### config.mk
export PLATFORM = sky130hd
export DESIGN_NAME = gray_pos_tracker_flat
export DESIGN_NICKNAME = d
export VERILOG_FILES = /design/src/rtl/gray_pos_tracker_if.sv /design/src/rtl/gray_pos_tracker.sv /design/src/flat_wrapper.sv
export SDC_FILE = /design/constraint.sdc
export NUM_CORES = 1
export LEC_CHECK = 0
export CORE_ASPECT_RATIO = 0.7
export CORE_MARGIN = 2
export CORE_UTILIZATION = 45
export DETAILED_ROUTE_END_ITERATION = 16
export PLACE_DENSITY = 0.68
export SYNTH_ARGS = -nofsm -noshare
export SYNTH_HDL_FRONTEND = slang
export SYNTH_SLANG_ARGS = --single-unit
### constraint.sdc
create_clock -name clk -period 3.4 [get_ports clk]
set_input_delay 1.02 -clock clk [delete_from_list [all_inputs] [get_ports clk]]
set_output_delay 1.02 -clock clk [all_outputs]
set_load 0.01 [all_outputs]
### src/rtl/gray_pos_tracker_if.sv
// Bundle between the Gray lookup stage, the position tracker and its readout.
// The upstream stage drives the code and clear; the tracker drives position and status.
interface gray_pos_tracker_if #(
  parameter int WIDTH     = 2,
  parameter int CNT_WIDTH = 16
);
  logic        [WIDTH-1:0]     gray_in;
  logic                        in_valid;
  logic                        clr;
  logic signed [CNT_WIDTH-1:0] pos;
  logic        [WIDTH-1:0]     idx;
  logic                        step_valid;
  logic                        step_dir;
  logic                        err;
  logic                        locked;

  modport master (
    output gray_in, in_valid, clr,
    input  pos, idx, step_valid, step_dir, err, locked
  );

  modport slave (
    input  gray_in, in_valid, clr,
    output pos, idx, step_valid, step_dir, err, locked
  );
endinterface

### src/rtl/gray_pos_tracker.sv
// Debounces a Gray-coded position index, classifies each accepted change as a
// forward step, backward step or illegal jump, and keeps a signed position count.
module gray_pos_tracker #(
  parameter int WIDTH         = 2,
  parameter int CNT_WIDTH     = 16,
  parameter int STABLE_CYCLES = 4
) (
  input  logic clk,
  input  logic rst_n,
  gray_pos_tracker_if.slave bus
);

  localparam int               CW       = $clog2(STABLE_CYCLES + 1);
  localparam logic [CW-1:0]    STABLE_C = CW'(STABLE_CYCLES);
  localparam logic [WIDTH-1:0] FWD      = WIDTH'(1);
  localparam logic [WIDTH-1:0] BWD      = {WIDTH{1'b1}};

  typedef enum logic {S_INIT, S_TRACK} state_t;

  function automatic logic [WIDTH-1:0] gray2bin(input logic [WIDTH-1:0] g);
    logic [WIDTH-1:0] b;
    b[WIDTH-1] = g[WIDTH-1];
    for (int i = WIDTH - 2; i >= 0; i--) b[i] = b[i+1] ^ g[i];
    return b;
  endfunction

  state_t                      state_q, state_d;
  logic        [WIDTH-1:0]     cand_q, cand_d;
  logic        [CW-1:0]        cnt_q, cnt_d;
  logic        [WIDTH-1:0]     idx_q, idx_d;
  logic signed [CNT_WIDTH-1:0] pos_q, pos_d;
  logic                        sv_q, sv_d;
  logic                        dir_q, dir_d;
  logic                        err_q, err_d;
  logic                        locked_q, locked_d;
  logic                        accept;
  logic        [WIDTH-1:0]     bin;
  logic        [WIDTH-1:0]     delta;

  // Debounce: the count saturates at STABLE_CYCLES so a stable run is accepted once.
  always_comb begin
    cand_d = cand_q;
    cnt_d  = cnt_q;
    accept = 1'b0;
    if (bus.in_valid) begin
      if (bus.gray_in != cand_q) begin
        cand_d = bus.gray_in;
        cnt_d  = CW'(1);
        accept = (STABLE_CYCLES == 1);
      end else if (cnt_q < STABLE_C) begin
        cnt_d  = cnt_q + CW'(1);
        accept = ((cnt_q + CW'(1)) == STABLE_C);
      end
    end
  end

  assign bin   = gray2bin(bus.gray_in);
  assign delta = bin - idx_q;

  always_comb begin
    state_d  = state_q;
    idx_d    = idx_q;
    pos_d    = pos_q;
    sv_d     = 1'b0;
    dir_d    = dir_q;
    err_d    = err_q;
    locked_d = locked_q;
    case (state_q)
      S_INIT: begin
        if (accept) begin
          idx_d    = bin;
          locked_d = 1'b1;
          state_d  = S_TRACK;
        end
      end
      S_TRACK: begin
        if (accept && (delta != '0)) begin
          idx_d = bin;
          if (delta == FWD) begin
            pos_d = pos_q + CNT_WIDTH'(1);
            dir_d = 1'b1;
            sv_d  = 1'b1;
          end else if (delta == BWD) begin
            pos_d = pos_q - CNT_WIDTH'(1);
            dir_d = 1'b0;
            sv_d  = 1'b1;
          end else begin
            err_d = 1'b1;
          end
        end
      end
      default: state_d = S_INIT;
    endcase
    // Clear overrides only the count and error; the step pulse and index still update.
    if (bus.clr) begin
      pos_d = '0;
      err_d = 1'b0;
    end
  end

  always_ff @(posedge clk or negedge rst_n) begin
    if (!rst_n) begin
      state_q  <= S_INIT;
      cand_q   <= '0;
      cnt_q    <= '0;
      idx_q    <= '0;
      pos_q    <= '0;
      sv_q     <= 1'b0;
      dir_q    <= 1'b0;
      err_q    <= 1'b0;
      locked_q <= 1'b0;
    end else begin
      state_q  <= state_d;
      cand_q   <= cand_d;
      cnt_q    <= cnt_d;
      idx_q    <= idx_d;
      pos_q    <= pos_d;
      sv_q     <= sv_d;
      dir_q    <= dir_d;
      err_q    <= err_d;
      locked_q <= locked_d;
    end
  end

  assign bus.pos        = pos_q;
  assign bus.idx        = idx_q;
  assign bus.step_valid = sv_q;
  assign bus.step_dir   = dir_q;
  assign bus.err        = err_q;
  assign bus.locked     = locked_q;

endmodule

### src/flat_wrapper.sv
// flat-port wrapper written by rule: the top's interface ports become plain ports
module gray_pos_tracker_flat 
#(
  parameter int WIDTH         = 2,
  parameter int CNT_WIDTH     = 16,
  parameter int STABLE_CYCLES = 4
)
  (clk, rst_n, bus_gray_in, bus_in_valid, bus_clr, bus_pos, bus_idx, bus_step_valid, bus_step_dir, bus_err, bus_locked);
  gray_pos_tracker_if #(.WIDTH(WIDTH), .CNT_WIDTH(CNT_WIDTH)) bus_i ();
  input  logic clk;
  input  logic rst_n;
  input wire logic [$bits(bus_i.gray_in)-1:0] bus_gray_in;
  input wire logic [$bits(bus_i.in_valid)-1:0] bus_in_valid;
  input wire logic [$bits(bus_i.clr)-1:0] bus_clr;
  output wire logic [$bits(bus_i.pos)-1:0] bus_pos;
  output wire logic [$bits(bus_i.idx)-1:0] bus_idx;
  output wire logic [$bits(bus_i.step_valid)-1:0] bus_step_valid;
  output wire logic [$bits(bus_i.step_dir)-1:0] bus_step_dir;
  output wire logic [$bits(bus_i.err)-1:0] bus_err;
  output wire logic [$bits(bus_i.locked)-1:0] bus_locked;
  assign bus_i.gray_in = bus_gray_in;
  assign bus_i.in_valid = bus_in_valid;
  assign bus_i.clr = bus_clr;
  assign bus_pos = bus_i.pos;
  assign bus_idx = bus_i.idx;
  assign bus_step_valid = bus_i.step_valid;
  assign bus_step_dir = bus_i.step_dir;
  assign bus_err = bus_i.err;
  assign bus_locked = bus_i.locked;
  gray_pos_tracker #(.WIDTH(WIDTH), .CNT_WIDTH(CNT_WIDTH), .STABLE_CYCLES(STABLE_CYCLES)) u_core (.clk(clk), .rst_n(rst_n), .bus(bus_i));
endmodule
==> results <==
- The CTS sink count is 28.
- The clock reaches the later pin of the worst-skew pair after 0.28 ns.
- On the worst path, the slowest cell contributes a delay of 0.51 ns.
- The remaining max-slew budget at the tightest pin is 0.7339.
- The number of distinct library cells after synthesis is 48.
- The total number of H-tree levels is 1.
- For this run, the leading register cell type out of synthesis is dfrtp_1.
- In the finished design, the share of the clock period the worst path needs comes to 1.088.
- Before antenna repair, the detailed router went through 6 iterations.
- The arrival time reported for the critical path endpoint is 3.87 ns.
- The highest-delay cell along the critical path is or4_4.
- In this run, synthesis inferred 0 flip-flops with an integrated enable.
- The path category of the worst min-delay check is flip-flop to flip-flop.
- For this design the static power due to leakage is 1.501 nW.
- For this run, the total global-route usage over all layers was measured as 0.2548.
- The count of nets left with antenna violations after detail routing is 0.
- In the final design database the tool counted 335 nets.
- The area fraction of the dominant cell type after synthesis is 0.3522.
- No sink is reached through more buffers than the 2 on the longest clock path.
- The cell area that synthesis handed to floorplanning was 1989 µm².
- The worst setup slack after layout is -0.2990 ns.
- The maximum number of pins on one net before global-route repair is 29.
- The number of nets handed over by synthesis was 244.
- The number of vias after detailed routing is 2049.
- The flow ran to the end, but the final reports show violations.
- Counting I/O delays and the setup requirement, the final critical path takes 3.699 ns.
- The most frequent cell after synthesis is dfrtp_1.
- Power spread over the standard cell area amounts to 709.3 nW/µm².
- The final hold violation count is 0.
- STA classifies the critical path endpoint as a flip-flop.
- The post-placement worst setup slack is -1.016 ns.
- The die is 59.63 µm tall.
- The synthesized design contains 28 register bits.
- After routing the design area is 3374 µm².
- The standard cell area after detailed placement is 2719 µm².
- The count of input and output buffers is 27.
- At the worst endpoint, the required time is 3.57 ns.
- The global-route track usage on met1 is 0.3482.
- The maximum clock rate is 270.3 MHz.
- The peak supply drop is 0.4143 mV.
- The starting utilization of the core area is 0.4622.
- The routed design has 6160 µm of wire.
- In this run the worst path has a maximum fanout of 7.
- The startpoint class of the critical path is an input pin.
- The wire length of the first global-routing pass is 9956 µm.
- The number of antenna diodes in the final layout is 0.
- After synthesis, the mean cell area works out to 9.253 µm².
- The post-detailed-route DRC marker count is 0.
- The clock tree from TritonCTS is built.
- After synthesis, the cell types taking the most area are dfrtp_1, ha_1, a21oi_1.
- Adding up every negative setup slack in the final design gives -1.147 ns.
- Leaving out filler cells and counting taps, the final layout contains 359.
- Across the run, the number of max-cap violations was 0.
- The floorplan step defined a die boundary enclosing 4977 µm².
- At the pin with the least slew margin, the transition time is 0.3979 ns.
- The commonest cells after synthesis are dfrtp_1, nand2_1, a21oi_1.
- The cell type contributing the most total cell area after synthesis is dfrtp_1.
- The yosys synthesis warning count is 0.
- Dividing the detail-routed via count by the number of cells gives 5.708.
- Once layout is complete, the utilization of the core stands at 0.7840.
- In this run the clock root is driven by a clkbuf_8.
- The routed wirelength normalized by instance count is 17.16 µm.
- In the final layout, the share of cells above drive strength 1 is 0.4243.
- The gate count of the mapped netlist is 215.
- The number of global-route vias before repair is 2012.
- The floorplan die width is 83.47 µm.
- The worst setup path is of the input pin to flip-flop kind.
- The number of antenna violations at the first check in global routing was 0.
- Setup violations remaining at the end of the flow were counted as 8.
- The number of core rows is 20.
- The total core area is 4304 µm².
- After global routing the overflow that remains totals 0.
- The area growth from synthesis to layout is 69.62%.
- The count of boundary I/O pins is 28.
- Buffers inserted to repair hold after CTS numbered 0.
- The starting DRC count in detailed routing is 103.
- Traced cell by cell, the critical path runs through buf_8, xnor2_4, ha_2, xor3_2, nor2_4, clkinvlp_4, buf_12, ha_4, and2_1, and4_4, a21oi_2, or4_4, nand3_2, mux2_4.
- The max-slew violation count came to 0.
- Setup repair after global routing could not meet its margin everywhere.
- The worst slack on hold paths is 0.4795 ns.
- The checks that failed: negative setup slack.
- The number of CTS-inserted buffers is 3.
- After synthesis, the share of flip-flops with an asynchronous set or reset is 1.000.
- The weighted congestion reported at the end of routability-driven placement is 0.8887.
- The clock arrives with 0.006535 ns of skew.
- The layer with the highest usage after global routing is met2.
- After clock tree synthesis, the clock-pin slew on the worst setup and hold paths is 0.10 ns.
- The number of placed instances, taps included, is 334.
- The sequential fraction of the synthesis area is 0.3522.
- For this run, global-route usage on met3 was measured as 0.04735.
- The completed layout was analyzed and its total power is 2.394 mW.
- Detailed placement ended at an HPWL of 3596 µm.
- For this run, global-route usage on met2 was measured as 0.4228.
## cells by family (layout without fill, tap and decap cells)
logic type,after synthesis,in the layout,share of synthesized area
simple gates,73,73,0.1887
compound gates,60,60,0.1900
flops,28,28,0.3522
fa+ha+maj,23,23,0.1484
xor+xnor,14,14,0.06918
buf+inv,13,102,0.02892
mux,4,4,0.02264
## final timing paths
check,startpoint,endpoint,slack [ns],depth (start not counted)
max in group asynchronous,rst_n,u_core.bus.pos[10],2.01,2
worst min register to register,u_core.cnt_q[0],u_core.cnt_q[0],0.48,1
worst min-delay path,u_core.cnt_q[0],u_core.cnt_q[0],0.48,1
worst max-delay path,bus_gray_in[1],u_core.bus.pos[15],-0.30,14
worst max register to register,u_core.bus.idx[0],u_core.bus.pos[15],0.27,12
min in group asynchronous,rst_n,u_core.bus.pos[1],1.12,2
## per-layer routing
| metal | part of all wire | vias to the layer above |
|---|---|---|
| met4 | 0.014 | 0 |
| met3 | 0.043 | 10 |
| met1 | 0.45 | 999 |
| li1 | - | 972 |
| met2 | 0.49 | 68 |
| met5 | 0 | - |
## state kept, by name (all words and copies together), names as in the netlist
register and flops:
u_core.bus.err 1, u_core.bus.locked 1, u_core.bus.idx 2, u_core.bus.step_dir 1
u_core.cand_q 2, u_core.bus.pos 16, u_core.bus.step_valid 1, u_core.cnt_q 3
u_core.state_q 1
## cell usage in the layout, fill, tap and decap left out, drive strengths merged, types with 4 or more instances in the layout
cell type and count:
ha 22, nand2 26, dfrtp 28, clkdlybuf4s50 25, a21o 4, clkbuf 4
buf 67, nor2 11, a21oi 25, mux2 4, o21ai 8, nand3 6
inv 5, nor3 5, xnor2 12, o31ai 4
## where the power goes
| part | total, mW | switching (mW) | internal [mW] | leakage (nW) |
|---|---|---|---|---|
| clock | 0.192 | 0.112 | 0.0799 | 0.0216 |
| combinational | 1.79 | 0.827 | 0.959 | 1.10 |
| sequential | 0.416 | 0.0407 | 0.375 | 0.375 |
| total | 2.39 | 0.980 | 1.41 | 1.50 |
## critical path, delay by kind of cell
| kind | cells | cell delay (ns) |
|---|---|---|
| simple gates | 5 | 1.17 |
| fa+ha+maj | 2 | 0.46 |
| xor+xnor | 2 | 0.44 |
| buf+inv | 3 | 0.40 |
| mux | 1 | 0.30 |
| compound gates | 1 | 0.07 |
## layout make-up
cell class | instances | area, µm²
clock buffer | 3 | 41.29
fill | 268 | 929.6
inverter | 6 | 26.28
sequential | 28 | 700.7
multi-input combinational | 174 | 1677
tap | 55 | 68.82
timing repair buffer | 93 | 860.8
## what timing repair did
item	CTS	global route
gates cloned	1	0
buffers inserted	16	5
resized for setup	69	19
setup endpoints to repair	13	12
pin swaps	36	21
Note: power is estimated with default switching activity, not from simulation.
